--- config.mk ---
export PLATFORM = sky130hd
export DESIGN_NAME = multi_period_counter
export DESIGN_NICKNAME = d
export VERILOG_FILES = /design/src/rtl/multi_period_counter.sv
export SDC_FILE = /design/constraint.sdc
export NUM_CORES = 1
export LEC_CHECK = 0
export CORE_MARGIN = 10
export CORE_UTILIZATION = 55
export DETAILED_ROUTE_END_ITERATION = 16
export GPL_ROUTABILITY_DRIVEN = 1
export GPL_TIMING_DRIVEN = 0
export MAX_ROUTING_LAYER = met4
export PLACE_DENSITY = 0.86
export SYNTH_ARGS = -nofsm -noshare
export SYNTH_HDL_FRONTEND = slang
export SYNTH_SLANG_ARGS = --single-unit
--- constraint.sdc ---
create_clock -name clk_in -period 12.6 [get_ports clk_in]
set_clock_uncertainty 0.05 [all_clocks]
set_input_delay 1.89 -clock clk_in [delete_from_list [all_inputs] [get_ports clk_in]]
set_output_delay 1.89 -clock clk_in [all_outputs]
set_load 0.1 [all_outputs]
--- src/rtl/multi_period_counter.sv ---
// multi_period_counter: CHANNELS independent period counters that share one tick.
// Each channel runs as a free-running wrap counter (mode 0) or an armed one-shot (mode 1).
// Build option: define MULTI_PERIOD_COUNTER_PRESCALE_EN to divide the shared tick by PRESCALE;
// when it is undefined the tick is always 1 and PRESCALE has no effect.
module multi_period_counter #(
    parameter int unsigned WIDTH    = 32,
    parameter int unsigned CHANNELS = 4,
    parameter int unsigned PRESCALE = 1
) (
    input  logic                         clk_in,
    input  logic                         rst_in,
    input  logic [CHANNELS-1:0]          enable_in,
    input  logic [CHANNELS*WIDTH-1:0]    period_in,
    input  logic [CHANNELS-1:0]          mode_in,
    input  logic [CHANNELS-1:0]          start_in,
    output logic [CHANNELS*WIDTH-1:0]    count_out,
    output logic [CHANNELS-1:0]          tc_out,
    output logic [CHANNELS-1:0]          busy_out
);

    // Reject parameter values that cannot describe a working counter
    if (CHANNELS < 1) begin : g_bad_channels
        $error("multi_period_counter: CHANNELS must be >= 1");
    end
    if (PRESCALE < 1) begin : g_bad_prescale
        $error("multi_period_counter: PRESCALE must be >= 1");
    end

    logic [CHANNELS-1:0][WIDTH-1:0] period_a;
    logic [CHANNELS-1:0][WIDTH-1:0] count_q;
    logic [CHANNELS-1:0][WIDTH-1:0] count_d;
    logic [CHANNELS-1:0]            tc_q;
    logic [CHANNELS-1:0]            tc_d;
    logic [CHANNELS-1:0]            busy_q;
    logic [CHANNELS-1:0]            busy_d;
    logic [CHANNELS-1:0]            armed_q;
    logic [CHANNELS-1:0]            armed_d;
    logic [CHANNELS-1:0]            zero_c;
    logic [CHANNELS-1:0]            term_c;
    logic [CHANNELS-1:0]            adv_c;
    logic                           tick_c;

    assign period_a  = period_in;
    assign count_out = count_q;
    assign tc_out    = tc_q;
    assign busy_out  = busy_q;

`ifdef MULTI_PERIOD_COUNTER_PRESCALE_EN
    localparam int unsigned PRE_W = (PRESCALE > 1) ? $clog2(PRESCALE) : 1;
    localparam logic [PRE_W-1:0] PRE_LAST = PRE_W'(PRESCALE - 1);

    logic [PRE_W-1:0] pre_q;

    assign tick_c = (pre_q == PRE_LAST);

    // Free-running shared divider, 0..PRESCALE-1, tick on the last value
    always_ff @(posedge clk_in or posedge rst_in) begin
        if (rst_in) begin
            pre_q <= '0;
        end else if (tick_c) begin
            pre_q <= '0;
        end else begin
            pre_q <= pre_q + PRE_W'(1);
        end
    end
`else
    assign tick_c = 1'b1;
`endif

    // Per-channel next state: period 0 dominates, then start, then advance
    always_comb begin
        count_d = count_q;
        tc_d    = '0;
        busy_d  = '0;
        armed_d = armed_q;
        zero_c  = '0;
        term_c  = '0;
        adv_c   = '0;
        for (int i = 0; i < int'(CHANNELS); i++) begin
            zero_c[i] = (period_a[i] == '0);
            // period is nonzero whenever this matters, so period-1 never wraps
            term_c[i] = (count_q[i] >= (period_a[i] - WIDTH'(1)));
            adv_c[i]  = tick_c && enable_in[i] && !start_in[i] &&
                        (mode_in[i] ? armed_q[i] : !zero_c[i]);

            if (zero_c[i]) begin
                count_d[i] = '0;
                armed_d[i] = 1'b0;
            end else if (start_in[i]) begin
                count_d[i] = '0;
                armed_d[i] = mode_in[i];
            end else if (adv_c[i]) begin
                if (term_c[i]) begin
                    count_d[i] = '0;
                    tc_d[i]    = 1'b1;
                    armed_d[i] = 1'b0;
                end else begin
                    count_d[i] = count_q[i] + WIDTH'(1);
                end
            end

            // Free-running channels never carry an arm, so a later switch to one-shot starts idle
            if (!mode_in[i]) begin
                armed_d[i] = 1'b0;
            end

            busy_d[i] = !zero_c[i] && (mode_in[i] ? armed_d[i] : enable_in[i]);
        end
    end

    // Output and arm registers
    always_ff @(posedge clk_in or posedge rst_in) begin
        if (rst_in) begin
            count_q <= '0;
            tc_q    <= '0;
            busy_q  <= '0;
            armed_q <= '0;
        end else begin
            count_q <= count_d;
            tc_q    <= tc_d;
            busy_q  <= busy_d;
            armed_q <= armed_d;
        end
    end

endmodule

==> summary.txt, run 1 <==
Floorplanning
  – Die W: approximately 170 um
  – Core Box Area: ~0.022 sq mm
  – Starting Density: 56.29%
  – Num rows: 54
  – I/O pin total: approximately 280
  – Die Y: 169.9 um
  – Die area: 0.02887 sq mm

STA
  – Slew HR: 24.61%
  – Tightest Pin Transition: around 1100 ps
  – WHS: 527.2 ps
  – Finish-stage setup viols: 0
  – Fin crit share: 56.90%
  – Final TNS setup: 0 ps
  – Unrepaired setup endpoints after global routing: no
  – F_max: around 140 MHz
  – Slew Limit Fails: 0
  – Fin crit period: a little over 7000 ps
  – Endpoints failing hold: 0

CTS
  – H-tree levels: 4
  – CTS Buffer Depth: 2
  – CTS tree: done
  – Clk sinks: 140
  – Post-CTS resize count: 0
  – CTS Buf Count: 17
  – Clock transition at path regs: around 60 ps
  – Clock Latency Late Sink: about 420 ps
  – Cts-stage hold buffer count: 0
  – Number of setup buffers added after CTS: 0
  – Clk Tree Root Cell: clkbuf_16

Setup path
  – WP data arrival: approximately 7400 ps
  – CP Capture Type: flop
  – CP Launch Type: input port
  – Critical-path maximum fanout: 10
  – Critical path class: in2reg
  – Worst EP required: about 13,000 ps

Pwr
  – Overall Power: approximately 1.3 mW
  – Sw Ratio: between 20% and 30%
  – Pwr/cell area: just under 80 mW/mm^2
  – Switch Pwr: between 0.3 and 0.4 mW
  – Gate power share: between 10% and 20%
  – Sequential power share: between 30% and 40%
  – Leakage power: roughly 6.5 nW
  – Portion of total power attributed to the clock network: a little under half
  – Internal Power: between 0.9 and 1 mW
  – Worst VDD drop: roughly 0.00008 V

Global route
  – GRT overflow: 0
  – Global-route usage over all layers: 27.16%
  – First-pass GRT wire length: approximately 63 mm
  – Largest net degree at the start of global routing: between 70 and 80
  – Number of global-route vias before repair: about 13,000
  – Antenna violations before repair: 0

Routing
  – Initial DRC count: approximately 1,100
  – TritonRoute pass-1 iters: 7
  – Vias: 12,620
  – Wirelength per Cell: around 19 um
  – DRC viols: 0
  – Routed Wire Length: approximately 40 mm
  – Vias per inst: a little over 6
  – Routed Antenna Nets: 0

Cells and area
  – ANT cells: 0
  – Reg area: ~0.0035 sq mm
  – Area added between synthesis and finish: 31.05%
  – Layout cell share with drive strength beyond 1: under 10%
  – Multi-input logic area: roughly 0.0086 sq mm
  – Nets: 2,043
  – Post-layout instance area: about 0.016 sq mm
  – Fill count: ~1,600

Place
  – Placer congestion estimate: 0.9339
  – Port bufs: 277
  – HPWL after detailed placement: around 31 mm
  – Post-DP Area: between 0.015 and 0.02 sq mm

Synthesis
  – Syn_area_per_cell: ~8.4 sq um
  – Async SR Flop Fraction: 100.0%
  – Most used DFF post-synth: dfrtp_1
  – Post-synthesis net count: 1,746
  – Register area share after synthesis: between 20% and 30%
  – EDFF count, synth: 0
  – Synthesis-stage register bit count: between 100 and 150
  – Distinct cells, synth: 73
  – Ys Warns: 0
  – Mapped Cells: 1,464
  – Mapped cell area: ~0.012 sq mm

Hold path
  – HP Class: reg2reg

Run status
  – Status: finished clean

Flow run
  – Maxcap violations: 0
-- cell usage after synthesis, types with 9 or more instances --
cell | count | area [sq um]
nor4_1 | 45 | 281.5
clkbuf_1 | 17 | 63.81
or3_1 | 17 | 106.4
nor2_1 | 155 | 581.8
nand2_1 | 141 | 529.3
o311ai_0 | 9 | 78.83
xor2_1 | 82 | 718.2
dfrtp_1 | 140 | 3503
and3_1 | 28 | 175.2
or4_1 | 13 | 97.59
and4_1 | 15 | 131.4
xnor2_1 | 108 | 945.9
nand3_1 | 91 | 455.4
o211ai_1 | 9 | 67.56
inv_1 | 43 | 161.4
nand4_1 | 49 | 306.5
a31oi_1 | 11 | 68.82
o21ai_0 | 48 | 240.2
a22oi_1 | 10 | 75.07
and2_1 | 15 | 93.84
a21oi_1 | 60 | 300.3
nor3_1 | 70 | 350.3
a21o_1 | 12 | 90.09
ha_1 | 140 | 1752
-- power by group through the flow --
stage	Clock (mW)	Combinational, mW	Sequential, mW
after CTS	0.588	0.209	0.460
after floorplan	0	0.0858	0.493
after global placement	0	0.200	0.468
final	0.583	0.210	0.460
after detailed placement	0	0.207	0.468
after global routing	0.607	0.229	0.460
-- through the flow --
stage / utilization [%] / instances / worst slack, ps
6_report: 73.77 / 2053 / 5431
5_1_grt: 73.77 / 2053 / 5031
4_1_cts: 73.77 / 2053 / 5566
3_5_place_dp: 70.66 / 2022 / 5138
3_3_place_gp: 70.51 / 2021 / 4875
2_1_floorplan: - / 1464 / 6369
-- critical path: stages --
cell and delay [ps]:
clkdlybuf4s50_1 510, nor4_1 640, or4b_1 520, nor2_1 260
nand3_1 250, nor4_1 330, xnor2_1 130, ha_1 320
nand4_1 190, or4_1 460, nor4_1 840, nor3_1 400
nor2_1 320, buf_2 280, nor2_1 80
-- cell families (layout without fill, tap and decap cells) --
| family | count (synthesis) | after routing | share of synthesized area, % |
|---|---|---|---|
| AND/OR/NAND/NOR | 703 | 703 | 29.66 |
| AO/OA/AOI/OAI | 219 | 219 | 11.92 |
| XOR/XNOR | 190 | 190 | 13.46 |
| adder cells (fa/ha/maj) | 140 | 140 | 14.17 |
| flip-flops | 140 | 140 | 28.34 |
| buffers and inverters | 69 | 378 | 2.196 |
| multiplexers | 3 | 3 | 0.2429 |
-- flip-flops by register name, summed over array words and instances (netlist names) --
name       flops
count_out    128
armed_q        4
busy_out       4
tc_out         4
-- layout make-up --
class                   count  share of cell area, %
multi-input cells        1255                  53.00
flip-flops and latches    140                  21.63
repair buffers            278                  17.29
clock buffers              21                  2.904
well taps                 280                  2.163
clock inverters            10                  1.305
inverters                  43                  1.027
plain buffers              26                 0.6798
-- metal layers --
metal	up-vias	part of all wire (%)	global-route usage, %
met4	0	3.0	10.18
met5	-	0	-
met2	535	48	44.58
met1	5999	42	32.53
li1	5999	-	-
met3	90	7.5	5.252
-- worst paths after layout --
| check | from | end | slack (ps) | depth (start not counted) |
|---|---|---|---|---|
| max in group asynchronous | rst_in | count_out[80] | 9810 | 3 |
| min in group asynchronous | rst_in | count_out[51] | 1890 | 2 |
| hold / removal | count_out[64] | count_out[64] | 530 | 1 |
| setup reg to reg | count_out[61] | count_out[60] | 8990 | 8 |
| setup / recovery | period_in[38] | count_out[60] | 5430 | 15 |
| hold reg to reg | count_out[64] | count_out[64] | 530 | 1 |
-- layout by cell type (no fill, tap or decap), types with 15 or more instances in the layout --
cell type / count
clkdlybuf4s50_1: 277
nor2_1: 155
nand2_1: 141
ha_1: 140
dfrtp_1: 140
xnor2_1: 108
nand3_1: 91
xor2_1: 82
nor3_1: 70
a21oi_1: 60
nand4_1: 49
o21ai_0: 48
nor4_1: 45
inv_1: 42
and3_1: 28
clkbuf_1: 18
or3_1: 17
clkbuf_16: 17
and2_1: 15
and4_1: 15
Power figures use the tool's default switching activity.
==> run 2, diff against run 1 <==
--- a/config.mk
+++ b/config.mk
@@ -6,12 +6,12 @@
 export NUM_CORES = 1
 export LEC_CHECK = 0
 export CORE_MARGIN = 10
-export CORE_UTILIZATION = 55
+export CORE_UTILIZATION = 52
 export DETAILED_ROUTE_END_ITERATION = 16
 export GPL_ROUTABILITY_DRIVEN = 1
 export GPL_TIMING_DRIVEN = 0
 export MAX_ROUTING_LAYER = met4
-export PLACE_DENSITY = 0.86
+export PLACE_DENSITY = 0.82
 export SYNTH_ARGS = -nofsm -noshare
 export SYNTH_HDL_FRONTEND = slang
 export SYNTH_SLANG_ARGS = --single-unit
==> constraint.sdc (replaced) <==
create_clock -name clk_in -period 7.5 [get_ports clk_in]
set_clock_uncertainty 0.05 [all_clocks]
set_input_delay 1.125 -clock clk_in [delete_from_list [all_inputs] [get_ports clk_in]]
set_output_delay 1.125 -clock clk_in [all_outputs]
set_load 0.1 [all_outputs]
==> summary.txt, run 2 (synthesis results as in run 1) <==
Run status
  – Status: finished clean

Setup path
  – CP Capture Type: flop
  – Cell mode on critical path: nand3_1
  – Critical R2R Launch: count_out[62]
  – Critical-path maximum fanout: 10 (unchanged)
  – Critical-path cell list: clkdlybuf4s50_1, nor4_1, nand3_1, or4_1, nor2_1, nand3_1, nor4_1, xnor2_1, ha_1, nand4_1, nor2_1, o2bb2ai_1, or3_1, o21ai_1, clkbuf_1, nand3_1, o21ai_0
  – R2r endpoint: count_out[61]
  – CP max stage cell: o21ai_1
  – Reg2Reg Depth: 8 (unchanged)
  – WP data arrival: 6650 ps (-770 ps)
  – Setup slack, reg-to-reg: 4050 ps (-4940 ps)
  – Delay of the slowest cell on the worst path: 850 ps (about the same)
  – Worst EP required: 7790 ps (-5060 ps)
  – Beginning of the critical path: period_in[67]
  – Critical path class: in2reg
  – End of the critical path: count_out[69]
  – CP Launch Type: input port

Routing
  – DRC viols: 0 (unchanged)
  – TritonRoute pass-1 iters: 6 (-1)
  – Wirelength per Cell: 18.50 um (-2.6%)
  – Initial DRC count: 984 (-12%)
  – Vias per inst: 6.045 (-1.7%)
  – Vias: 12,650 (+0.24%)
  – Routed Wire Length: 38.72 mm (-0.65%)
  – Routed Antenna Nets: 0 (unchanged)

STA
  – F_max: roughly 160 MHz
  – Endpoints failing hold: 0 (unchanged)
  – Slew Limit Fails: 0 (unchanged)
  – Tightest Pin Transition: 1094 ps (-28.48 ps)
  – Fin crit period: around 6400 ps
  – Final TNS setup: 0 ps (unchanged)
  – Fin worst setup slack: 1135 ps (-4296 ps)
  – Slew HR: 26.53% (+1.9 points)
  – Fin crit share: a little over four fifths
  – Finish-stage setup viols: 0 (unchanged)
  – Unrepaired setup endpoints after global routing: no

Cells and area
  – Nets: 2,043 (unchanged)
  – Layout cell share with drive strength beyond 1: 4.059% (+0.11 points)
  – Fin cells: 2,093 (+1.9%)
  – ANT cells: 0 (unchanged)
  – Most common cell after layout, fill and taps aside: clkdlybuf4s50_1
  – Max reg flops: 128 (unchanged)
  – Most frequent cells in the layout: clkdlybuf4s50_1 (277), nor2_1 (155), nand2_1 (141)
  – Area added between synthesis and finish: 31.04% (about the same)

Flow run
  – Maxcap violations: 0 (unchanged)

CTS
  – Clock Latency Late Sink: 430 ps (about the same)
  – Clock transition at path regs: 60 ps (about the same)
  – CTS tree: done
  – Cts-stage hold buffer count: 0 (unchanged)
  – Clk Tree Root Cell: clkbuf_16
  – CTS Buf Count: 17 (unchanged)
  – H-tree levels: 4 (unchanged)
  – Clk sinks: 140 (unchanged)
  – CTS Buffer Depth: 2 (unchanged)
  – Number of setup buffers added after CTS: 0 (unchanged)
  – Post-CTS resize count: 0 (unchanged)

Place
  – Port bufs: 277 (unchanged)
  – Setup WS pre-CTS: 791.3 ps (-4347 ps)
  – Placed Cells: 2,061 (+1.9%)
  – Placer congestion estimate: 0.9543 (+2.2%)
  – HPWL after detailed placement: 30.60 mm (-0.72%)

Pwr
  – Worst VDD drop: 0.0001202 V (+53%)
  – Sw Ratio: 27.79% (+1.9 points)
  – Pwr/cell area: 126.2 mW/mm^2 (+63%)
  – Portion of total power attributed to the clock network: 45.0% (-1.6 points)
  – Overall Power: 2.045 mW (+63%)
  – Internal Power: 1.477 mW (+59%)
  – Sequential power share: 37.7% (+1.0 points)
  – Gate power share: 17.3% (+0.6 points)
  – Leakage power: 6.496 nW (-0.29%)
  – Switch Pwr: 0.5682 mW (+75%)

Floorplanning
  – Die W: 174.2 um (+2.5%)
  – Num rows: 56 (+3.7%)
  – Die area: 0.03034 sq mm (+5.1%)
  – Core Box Area: 0.02340 sq mm (+6.6%)
  – I/O pin total: 278 (unchanged)
  – Die Y: 174.2 um (+2.5%)
  – Starting Density: 52.82% (-3.5 points)

Global route
  – Largest net degree at the start of global routing: 82 (+5.1%)
  – First-pass GRT wire length: 62.62 mm (-0.45%)
  – Number of global-route vias before repair: 12,420 (-1.2%)
  – Global-route usage over all layers: 25.38% (-1.8 points)
  – GRT overflow: 0 (unchanged)
  – Antenna violations before repair: 0 (unchanged)

Hold path
  – HP Class: reg2reg
## run 2: cell count changes in the layout (fill, tap and decap cells not counted)
cell,delta
clkbuf_8,-2
clkbuf_1,-1
clkinv_4,+1
inv_6,+2
clkinv_2,+3
bufinv_16,-2
## run 2: power groups by stage
stage                     clock, mW  combinational [mW]  sequential (mW)
after floorplan                   0               0.144            0.828
after global placement            0               0.338            0.785
after detailed placement          0               0.350            0.785
after CTS                     0.933               0.353            0.771
after global routing          0.965               0.385            0.772
final                         0.919               0.354            0.772
## run 2: layout make-up
type | count | area [sq um]
clock inverter | 14 | 192.7
clock buffer | 18 | 439.2
inverter | 43 | 166.4
timing repair buffer | 278 | 2800
multi-input combinational | 1255 | 8586
sequential | 140 | 3503
tap | 319 | 399.1
fill | 1922 | 7206
buffer | 26 | 110.1
## run 2: critical path, delay by kind of cell
family	cells	cell delay [ps]
adders and majority gates	1	280
xor gates and xnor gates	1	170
AOI/OAI and AO/OA	3	1110
and+or+nand+nor	10	2970
buffers and inverters	2	990
## run 2: how the worst min path moves through the flow
stage	from	to	slack (ps)	cells past startpoint
6_report	count_out[65]	count_out[65]	530	2
5_1_grt	armed_q[3]	armed_q[3]	580	2
4_1_cts	count_out[65]	count_out[65]	530	2
3_5_place_dp	count_out[65]	count_out[65]	520	2
3_3_place_gp	count_out[64]	count_out[64]	510	1
2_1_floorplan	armed_q[3]	armed_q[3]	490	2
## run 2: layer usage
layer,GRT usage (%),part of all wire (%)
met5,-,0
met4,9.868,3.2
met3,6.024,7.1
met2,41.24,47
met1,29.92,42
## run 2: through the flow
stage	area (sq um)	util, %	hold slack [ps]
after floorplan	12360	-	488.0
after global placement	15530	66.37	507.3
after detailed placement	15560	66.51	517.5
after CTS	16200	69.21	532.9
after global routing	16200	69.21	575.3
final	16200	69.21	527.3
==> run 3, diff against run 2 <==
--- a/config.mk
+++ b/config.mk
@@ -6,12 +6,12 @@
 export NUM_CORES = 1
 export LEC_CHECK = 0
 export CORE_MARGIN = 10
-export CORE_UTILIZATION = 52
+export CORE_UTILIZATION = 47
 export DETAILED_ROUTE_END_ITERATION = 16
 export GPL_ROUTABILITY_DRIVEN = 1
 export GPL_TIMING_DRIVEN = 0
 export MAX_ROUTING_LAYER = met4
-export PLACE_DENSITY = 0.82
+export PLACE_DENSITY = 0.78
 export SYNTH_ARGS = -nofsm -noshare
 export SYNTH_HDL_FRONTEND = slang
 export SYNTH_SLANG_ARGS = --single-unit
==> constraint.sdc (replaced) <==
create_clock -name clk_in -period 5.6 [get_ports clk_in]
set_clock_uncertainty 0.05 [all_clocks]
set_input_delay 0.84 -clock clk_in [delete_from_list [all_inputs] [get_ports clk_in]]
set_output_delay 0.84 -clock clk_in [all_outputs]
set_load 0.1 [all_outputs]
==> summary.txt, run 3 (synthesis results as in run 1) <==
Setup path
  – End of the critical path: count_out[8]
  – Critical-path maximum fanout: 10 (unchanged)
  – Delay of the slowest cell on the worst path: 580 ps (-270 ps)
  – Worst EP required: 5850 ps (-1940 ps)
  – Setup slack, reg-to-reg: 2600 ps (-1450 ps)
  – Critical path class: in2reg
  – Critical R2R Launch: count_out[62]
  – CP Capture Type: flop
  – WP data arrival: 5730 ps (-920 ps)
  – Reg2Reg Depth: 8 (unchanged)
  – R2r endpoint: count_out[59]
  – CP Launch Type: input port
  – Beginning of the critical path: period_in[4]
  – Critical-path cell list: clkdlybuf4s50_1, or4_4, or4_4, nor3b_4, nand3_2, nor3b_4, buf_4, nand2_1, xor2_1, ha_1, a21o_1, a21o_1, a221oi_2, or3b_2, nor3_2, buf_4, nand3_1, o31ai_1
  – CP max stage cell: or4_4

Global route
  – First-pass GRT wire length: 62.40 mm (-0.34%)
  – Number of global-route vias before repair: 12,400 (-0.20%)
  – Antenna violations before repair: 0 (unchanged)
  – GRT overflow: 0 (unchanged)
  – Global-route usage over all layers: 22.95% (-2.4 points)
  – Largest net degree at the start of global routing: 74 (-9.8%)

CTS
  – CTS Buffer Depth: 2 (unchanged)
  – Clk sinks: 140 (unchanged)
  – Clock Latency Late Sink: 420 ps (about the same)
  – CTS tree: done
  – H-tree levels: 4 (unchanged)
  – Clock transition at path regs: 60 ps (about the same)
  – CTS Buf Count: 17 (unchanged)
  – Clk Tree Root Cell: clkbuf_16
  – Cts-stage hold buffer count: 0 (unchanged)

Place
  – Port bufs: 277 (unchanged)
  – HPWL after detailed placement: 30.36 mm (-0.78%)
  – Placer congestion estimate: 0.9504 (-0.41%)

Routing
  – DRC viols: 0 (unchanged)
  – Initial DRC count: 964 (-2.0%)
  – Routed Wire Length: 38.71 mm (about the same)
  – Wirelength per Cell: 18.30 um (-1.1%)
  – Vias per inst: 5.914 (-2.2%)
  – Routed Antenna Nets: 0 (unchanged)
  – TritonRoute pass-1 iters: 6 (unchanged)
  – Vias: 12,510 (-1.1%)

STA
  – Tightest Pin Transition: 1073 ps (-20.52 ps)
  – Slew Limit Fails: 0 (unchanged)
  – Finish-stage setup viols: 0 (unchanged)
  – Endpoints failing hold: 0 (unchanged)
  – Slew HR: 28.23% (+1.7 points)
  – Fin crit period: between 5000 and 6000 ps
  – Fin crit share: 97.88%
  – F_max: between 150 and 200 MHz
  – Final TNS setup: 0 ps (unchanged)

Cells and area
  – Nets: 2,050 (+0.34%)
  – ANT cells: 0 (unchanged)
  – Most frequent cells in the layout: clkdlybuf4s50_1 (277), nor2_1 (153), nand2_1 (141)
  – Final Core Density: 63.16% (-6.1 points)
  – Area added between synthesis and finish: 32.78%
  – Layout cell share with drive strength beyond 1: 5.730% (+1.7 points)
  – Max reg flops: 128 (unchanged)
  – Most common cell after layout, fill and taps aside: clkdlybuf4s50_1

Pwr
  – Pwr/cell area: 162.8 mW/mm^2 (+29%)
  – Worst VDD drop: 0.0001353 V (+13%)
  – Leakage power: 6.580 nW (+1.3%)

Hold path
  – HP Class: reg2reg
  – WHS Path Cells: 2 (unchanged)

Floorplanning
  – Die W: 182.2 um (+4.6%)
  – Num rows: 59 (+5.4%)
  – Die Y: 182.2 um (+4.6%)
  – Starting Density: 47.57% (-5.2 points)
  – Die area: 0.03319 sq mm (+9.4%)
  – Core Box Area: 0.02598 sq mm (+11%)
  – I/O pin total: 278 (unchanged)

Flow run
  – Maxcap violations: 0 (unchanged)

Run status
  – Status: finished clean
## run 3: changes by cell type in the layout (fill, tap and decap cells not counted), moves of 3 or more
cell and change:
nor4_4 +3, nor4_1 -8, buf_4 +8, nor4_2 +5, nor3_1 -3, o311ai_0 -7
o311ai_1 +6
## run 3: how the worst min path moves through the flow
stage / start / endpoint / slack (ps)
4_1_cts: count_out[65] / count_out[65] / 540
2_1_floorplan: armed_q[3] / armed_q[3] / 490
6_report: count_out[65] / count_out[65] / 530
3_3_place_gp: count_out[65] / count_out[65] / 510
3_5_place_dp: count_out[65] / count_out[65] / 530
5_1_grt: count_out[54] / count_out[54] / 590
## run 3: metrics by stage
step,worst slack (ps),cell area (sq um),hold WS [ps],total power [mW],cells
6_report,118.7,16410,532.8,2.673,2115
5_1_grt,-34.03,16410,591.8,2.788,2115
4_1_cts,51.17,16240,543.0,2.690,2108
3_5_place_dp,-760.1,15580,529.7,1.518,2077
3_3_place_gp,-1124,15550,508.7,1.504,2076
2_1_floorplan,419.4,12360,488.0,1.302,1464
## run 3: layout make-up
class | instances | area (sq um)
buffer | 26 | 120.1
fill | 2150 | 9573
clock buffer | 18 | 429.2
sequential | 140 | 3503
clock inverter | 13 | 167.7
tap | 335 | 419.2
multi-input combinational | 1255 | 8753
inverter | 43 | 166.4
timing repair buffer | 285 | 2853
## run 3: worst max-delay path: cells and delay by family
kind / cells / cell delay (ps)
AO/OA/AOI/OAI: 4 / 930
XOR/XNOR: 1 / 170
adder cells (fa/ha/maj): 1 / 300
buffers and inverters: 3 / 850
AND/OR/NAND/NOR: 9 / 2620
## run 3: power breakdown
part / total (mW) / switching (mW) / internal [mW]
clock network: 1.16 / 0.457 / 0.702
registers: 1.03 / 0.0123 / 1.02
logic: 0.480 / 0.281 / 0.199
## run 3: routing by layer
layer | share of wire, % | GRT usage (%)
met3 | 7.4 | 5.143
met2 | 49 | 38.05
met1 | 42 | 27.70
met5 | 0 | -
met4 | 1.3 | 5.890
## run 3: what timing repair did
| item | 4_1_cts | 5_1_grt |
|---|---|---|
| pin swaps | 1 | 3 |
| endpoints found under the setup margin | 74 | 105 |
| hold endpoints to repair | 0 | 0 |
| gates resized for setup | 13 | 32 |
| buffers inserted | 0 | 7 |
